==> src/rtl/request_arbiter_pkg.sv <==
// Shared types for the request arbiter: FSM state encodings.
package request_arbiter_pkg;

  typedef enum logic [1:0] {
    IDLE     = 2'b00,
    WAIT_ACK = 2'b01,
    RELEASE  = 2'b10
  } state_t;

endpackage

==> src/rtl/priority_encoder_rotate.sv <==
// Combinational rotating priority search: first valid at or after start, wrapping.
module priority_encoder_rotate
  import request_arbiter_pkg::*;
#(
  parameter int NUM_REQUEST      = 4,
  parameter int NUM_REQUEST_LOG2 = 2
) (
  input  logic [NUM_REQUEST-1:0]      valid,
  input  logic [NUM_REQUEST_LOG2-1:0] start,
  output logic [NUM_REQUEST_LOG2-1:0] index,
  output logic                        found
);

  int                          k;
  logic [NUM_REQUEST_LOG2-1:0] idx;

  always_comb begin
    index = '0;
    found = 1'b0;
    k     = 0;
    idx   = '0;
    for (int i = 0; i < NUM_REQUEST; i++) begin
      k   = (int'(start) + i) % NUM_REQUEST;
      idx = NUM_REQUEST_LOG2'(k);
      if (!found && valid[idx]) begin
        found = 1'b1;
        index = idx;
      end
    end
  end

endmodule

==> src/rtl/request_arbiter.sv <==
// Single-outstanding request arbiter; define REQUEST_ARBITER_ROUND_ROBIN_EN
// for round-robin search, otherwise fixed lowest-index priority.
module request_arbiter
  import request_arbiter_pkg::*;
#(
  parameter int NUM_REQUEST                  = 4,
  parameter int NUM_REQUEST_LOG2             = 2,
  parameter int SINGLE_REQUEST_WIDTH_IN_BITS = 32
) (
  input  logic                                                clk_in,
  input  logic                                                reset_in,
  input  logic [NUM_REQUEST*SINGLE_REQUEST_WIDTH_IN_BITS-1:0] request_packed_in,
  input  logic [NUM_REQUEST-1:0]                              request_valid_packed_in,
  output logic [NUM_REQUEST-1:0]                              issue_ack_packed_out,
  output logic [SINGLE_REQUEST_WIDTH_IN_BITS-1:0]             request_out,
  output logic                                                request_valid_out,
  input  logic                                                issue_ack_in,
  output logic [NUM_REQUEST_LOG2-1:0]                         grant_index_out
);

  localparam int W = SINGLE_REQUEST_WIDTH_IN_BITS;

  state_t                      state, state_n;
  logic [W-1:0]                payload [NUM_REQUEST];
  logic [W-1:0]                req_n;
  logic                        vld_n;
  logic [NUM_REQUEST-1:0]      ack_n;
  logic [NUM_REQUEST_LOG2-1:0] gnt_n;
  logic [NUM_REQUEST_LOG2-1:0] start;
  logic [NUM_REQUEST_LOG2-1:0] win;
  logic                        found;

  for (genvar i = 0; i < NUM_REQUEST; i++) begin : g_pay
    assign payload[i] = request_packed_in[i*W +: W];
  end

`ifdef REQUEST_ARBITER_ROUND_ROBIN_EN
  logic [NUM_REQUEST_LOG2-1:0] ptr;

  assign start = (int'(ptr) == NUM_REQUEST - 1) ? '0 : ptr + 1'b1;

  // Pointer tracks the last winner so the next search starts just past it
  always_ff @(posedge clk_in or posedge reset_in) begin
    if (reset_in)
      ptr <= NUM_REQUEST_LOG2'(NUM_REQUEST - 1);
    else if (state == IDLE && found)
      ptr <= win;
  end
`else
  assign start = '0;
`endif

  priority_encoder_rotate #(
    .NUM_REQUEST      (NUM_REQUEST),
    .NUM_REQUEST_LOG2 (NUM_REQUEST_LOG2)
  ) u_pe (
    .valid (request_valid_packed_in),
    .start (start),
    .index (win),
    .found (found)
  );

  always_comb begin
    state_n = state;
    req_n   = request_out;
    vld_n   = request_valid_out;
    ack_n   = '0;
    gnt_n   = grant_index_out;
    unique case (state)
      IDLE: begin
        vld_n = 1'b0;
        if (found) begin
          req_n   = payload[win];
          vld_n   = 1'b1;
          gnt_n   = win;
          state_n = WAIT_ACK;
        end
      end
      WAIT_ACK: begin
        if (issue_ack_in) begin
          vld_n                  = 1'b0;
          ack_n[grant_index_out] = 1'b1;
          state_n                = RELEASE;
        end
      end
      RELEASE: state_n = IDLE;
      default: state_n = IDLE;
    endcase
  end

  always_ff @(posedge clk_in or posedge reset_in) begin
    if (reset_in) begin
      state                <= IDLE;
      request_out          <= '0;
      request_valid_out    <= 1'b0;
      issue_ack_packed_out <= '0;
      grant_index_out      <= '0;
    end else begin
      state                <= state_n;
      request_out          <= req_n;
      request_valid_out    <= vld_n;
      issue_ack_packed_out <= ack_n;
      grant_index_out      <= gnt_n;
    end
  end

endmodule

==> config.mk <==
export PLATFORM = sky130hd
export DESIGN_NAME = request_arbiter
export DESIGN_NICKNAME = d
export VERILOG_FILES = /design/src/rtl/request_arbiter_pkg.sv /design/src/rtl/priority_encoder_rotate.sv /design/src/rtl/request_arbiter.sv
export SDC_FILE = /design/constraint.sdc
export NUM_CORES = 1
export LEC_CHECK = 0
export CAP_MARGIN = 20
export CORE_ASPECT_RATIO = 1.5
export CORE_MARGIN = 4
export CORE_UTILIZATION = 41
export DETAILED_ROUTE_END_ITERATION = 12
export DONT_BUFFER_PORTS = 1
export MAX_ROUTING_LAYER = met4
export SKIP_CTS_REPAIR_TIMING = 1
export SLEW_MARGIN = 10
export SYNTH_ARGS = -nofsm -noshare
export SYNTH_HDL_FRONTEND = slang
export SYNTH_SLANG_ARGS = --single-unit
==> constraint.sdc <==
create_clock -name clk_in -period 1.8 [get_ports clk_in]
set_input_delay 0.45 -clock clk_in [delete_from_list [all_inputs] [get_ports clk_in]]
set_output_delay 0.45 -clock clk_in [all_outputs]
set_load 0.01 [all_outputs]
==> summary.txt <==
depth of the worst register-to-register path -> 3
FF-to-FF End -> request_out[14]
Final min period -> 1.472 ns
# fillers -> 754
async set or reset register ratio after synthesis -> 100.0%
Die Y-Extent -> 115.7 µm
Top Ports -> 174
vias in the first global route -> 2693
fin crit share -> 81.79%
area of the multi-input gates -> 1823 µm²
Reg area -> 1026 µm²
Residual DRC -> 0
Post-Syn Nets -> 531
DRT Pass-1 Iters -> 4
Pwr Density -> 1229 nW/µm²
f_max -> 0.6792 GHz
total core area -> 7564 µm²
worst-case clock buffer depth -> 2
TritonCTS Buffers -> 5
area share of the largest cell type after synthesis -> 32.33%
pin slew with the least headroom to its limit -> 0.4712 ns
Syn Inst Count -> 396
post-route total power -> 4125 µW
Mapped Area -> 3173 µm²
post-route ant nets -> 0
synth warn -> 0
vias after detailed routing -> 2790
CP Max Fanout -> 99
antenna cells -> 0
top cells by area, synth -> dfrtp_1, a21oi_1, a22o_1, and3b_1, nand3b_1
most frequent cell after synthesis -> a21oi_1
leading area contributor after synthesis -> dfrtp_1
Max-Cap Viols -> 0
Area growth syn-to-layout -> 5.757%
die area -> 9240 µm²
Post-Syn Area per Cell -> 8.013 µm²
# H-tree levels -> 2
final hold vios -> 0
smallest hold slack -> 0.07097 ns
global-route wire length before repair -> 13660 µm
VDD IR max -> 444.3 µV
crit end category -> register
Setup violations, final -> 0
Seq cells post-synth -> 41
Die Wd -> 79.83 µm
Leakage -> 0.001452 µW
GRT overflow -> 0
largest net degree at the start of global routing -> 100
Routed wire per std cell -> 19.07 µm
sequential element share of the synthesized area -> 32.33%
Clock Latency Late Sink -> 0.27 ns
Yosys cell types -> 24
count of nets after finishing -> 501
RSZ-0062 raised after global routing -> false
initial drt markers -> 165
Arr. time, crit path -> 1.66 ns
CTS clock-pin slew for the worst setup and hold paths -> 0.06 ns
number of antenna violations at the first check in global routing -> 0
synth cell count leaders -> a21oi_1, dfrtp_1, clkbuf_1
Hold Crit Class -> input pin to async pin
Slew headroom -> 68.54%
placement row count -> 39
IO Port Bufs -> 0
Tot GR Track Use -> 19.23%
Reg2Reg Setup Slack -> 0.52 ns
routability cong. -> 0.7523
TritonCTS Sinks -> 41
Post-synth EDFFs -> 0
layout cells sized above 1 -> 5.450%
setup TNS -> 0 ns
Routed WL -> 8942 µm
initial cell density of the core -> 41.95%
crit start category -> input pin
Max Slew Vio Count -> 0
CTS tree -> yes
Setup Skew -> 0.003412 ns
FF-to-FF Start -> state[1]
run status -> finished, final reports clean
final HPWL from detailed placement -> 6427 µm
Req. time, crit path -> 1.99 ns
vias per cell -> 5.949
Root Buffer -> clkbuf_16
Most used DFF post-synth -> dfrtp_1
Crit Path Class -> input pin to register
## metal layers
layer | up-vias | GRT usage [%] | share of wire [%]
met4 | 0 | 6.313 | 1.9
met5 | - | - | 0
met3 | 12 | 4.510 | 7.8
met1 | 1307 | 23.25 | 40
met2 | 111 | 31.57 | 51
li1 | 1360 | - | -
## per-stage QoR
| step | utilization [%] | area (µm²) | instances | setup WS, ns |
|---|---|---|---|---|
| 2_1_floorplan | - | 3173 | 396 | 0.03255 |
| 3_3_place_gp | 41.85 | 3166 | 461 | 0.1107 |
| 3_5_place_dp | 41.85 | 3166 | 461 | 0.1002 |
| 4_1_cts | 44.37 | 3356 | 469 | 0.3778 |
| 5_1_grt | 44.37 | 3356 | 469 | 0.3070 |
| 6_report | 44.37 | 3356 | 469 | 0.3278 |
## logic make-up (layout without fill, tap and decap cells)
family / Yosys count / after routing / synth area share, %
flip-flops: 41 / 41 / 32.33
AND/OR/NAND/NOR: 110 / 110 / 25.20
buffers and inverters: 77 / 48 / 10.53
AO/OA/AOI/OAI: 168 / 168 / 31.94
## worst max-delay path by stage
stage                                          start               to  slack (ns)  depth (start not counted)
after CTS                 request_valid_packed_in[1]  request_out[14]        0.38                          3
after global placement    request_valid_packed_in[1]  request_out[14]        0.11                          3
after detailed placement  request_valid_packed_in[1]  request_out[14]        0.10                          3
final                     request_valid_packed_in[0]  request_out[14]        0.33                          3
after floorplan           request_valid_packed_in[0]   request_out[0]        0.03                          7
after global routing      request_valid_packed_in[1]  request_out[14]        0.31                          3
## worst max-delay path, stage by stage
cell and delay, ns:
or4_4 0.60, and2_4 0.31, a41oi_1 0.24
## report_power, final
part | internal [µW] | total (µW) | switching (µW)
sequential | 1340 | 1900 | 553
combinational | 500 | 1100 | 595
clock | 791 | 1130 | 342
total | 2630 | 4120 | 1490
## state kept, by name, summed over array words and instances (netlist names)
name	count
grant_index_out	2
issue_ack_packed_out	4
request_out	32
request_valid_out	1
state	2
## placed cells by master (no fill, tap or decap)
cell type / instances
inv_1: 32
a22o_1: 31
and3_1: 1
a211o_1: 1
and2_4: 1
o21a_1: 4
nor3b_1: 1
nor2_2: 1
bufinv_16: 2
nand2_1: 3
inv_2: 1
and3b_1: 31
nor2_4: 1
a41oi_1: 1
a31oi_1: 31
a21oi_1: 63
clkbuf_16: 5
dfrtp_1: 41
buf_12: 1
o21ai_0: 32
nand2b_1: 1
nor3_1: 2
clkinv_2: 1
nand3b_1: 34
o21ai_1: 5
buf_4: 6
or4_4: 1
nor2_1: 1
nor2b_1: 32
## cell type report
| type | instances | area share (%) |
|---|---|---|
| clock buffers | 5 | 3.729 |
| clock inverters | 3 | 1.939 |
| inverters | 33 | 3.691 |
| multi-input cells | 278 | 54.33 |
| flip-flops and latches | 41 | 30.57 |
| well taps | 102 | 3.803 |
| repair buffers | 7 | 1.939 |
Note: power is estimated with default switching activity, not from simulation.
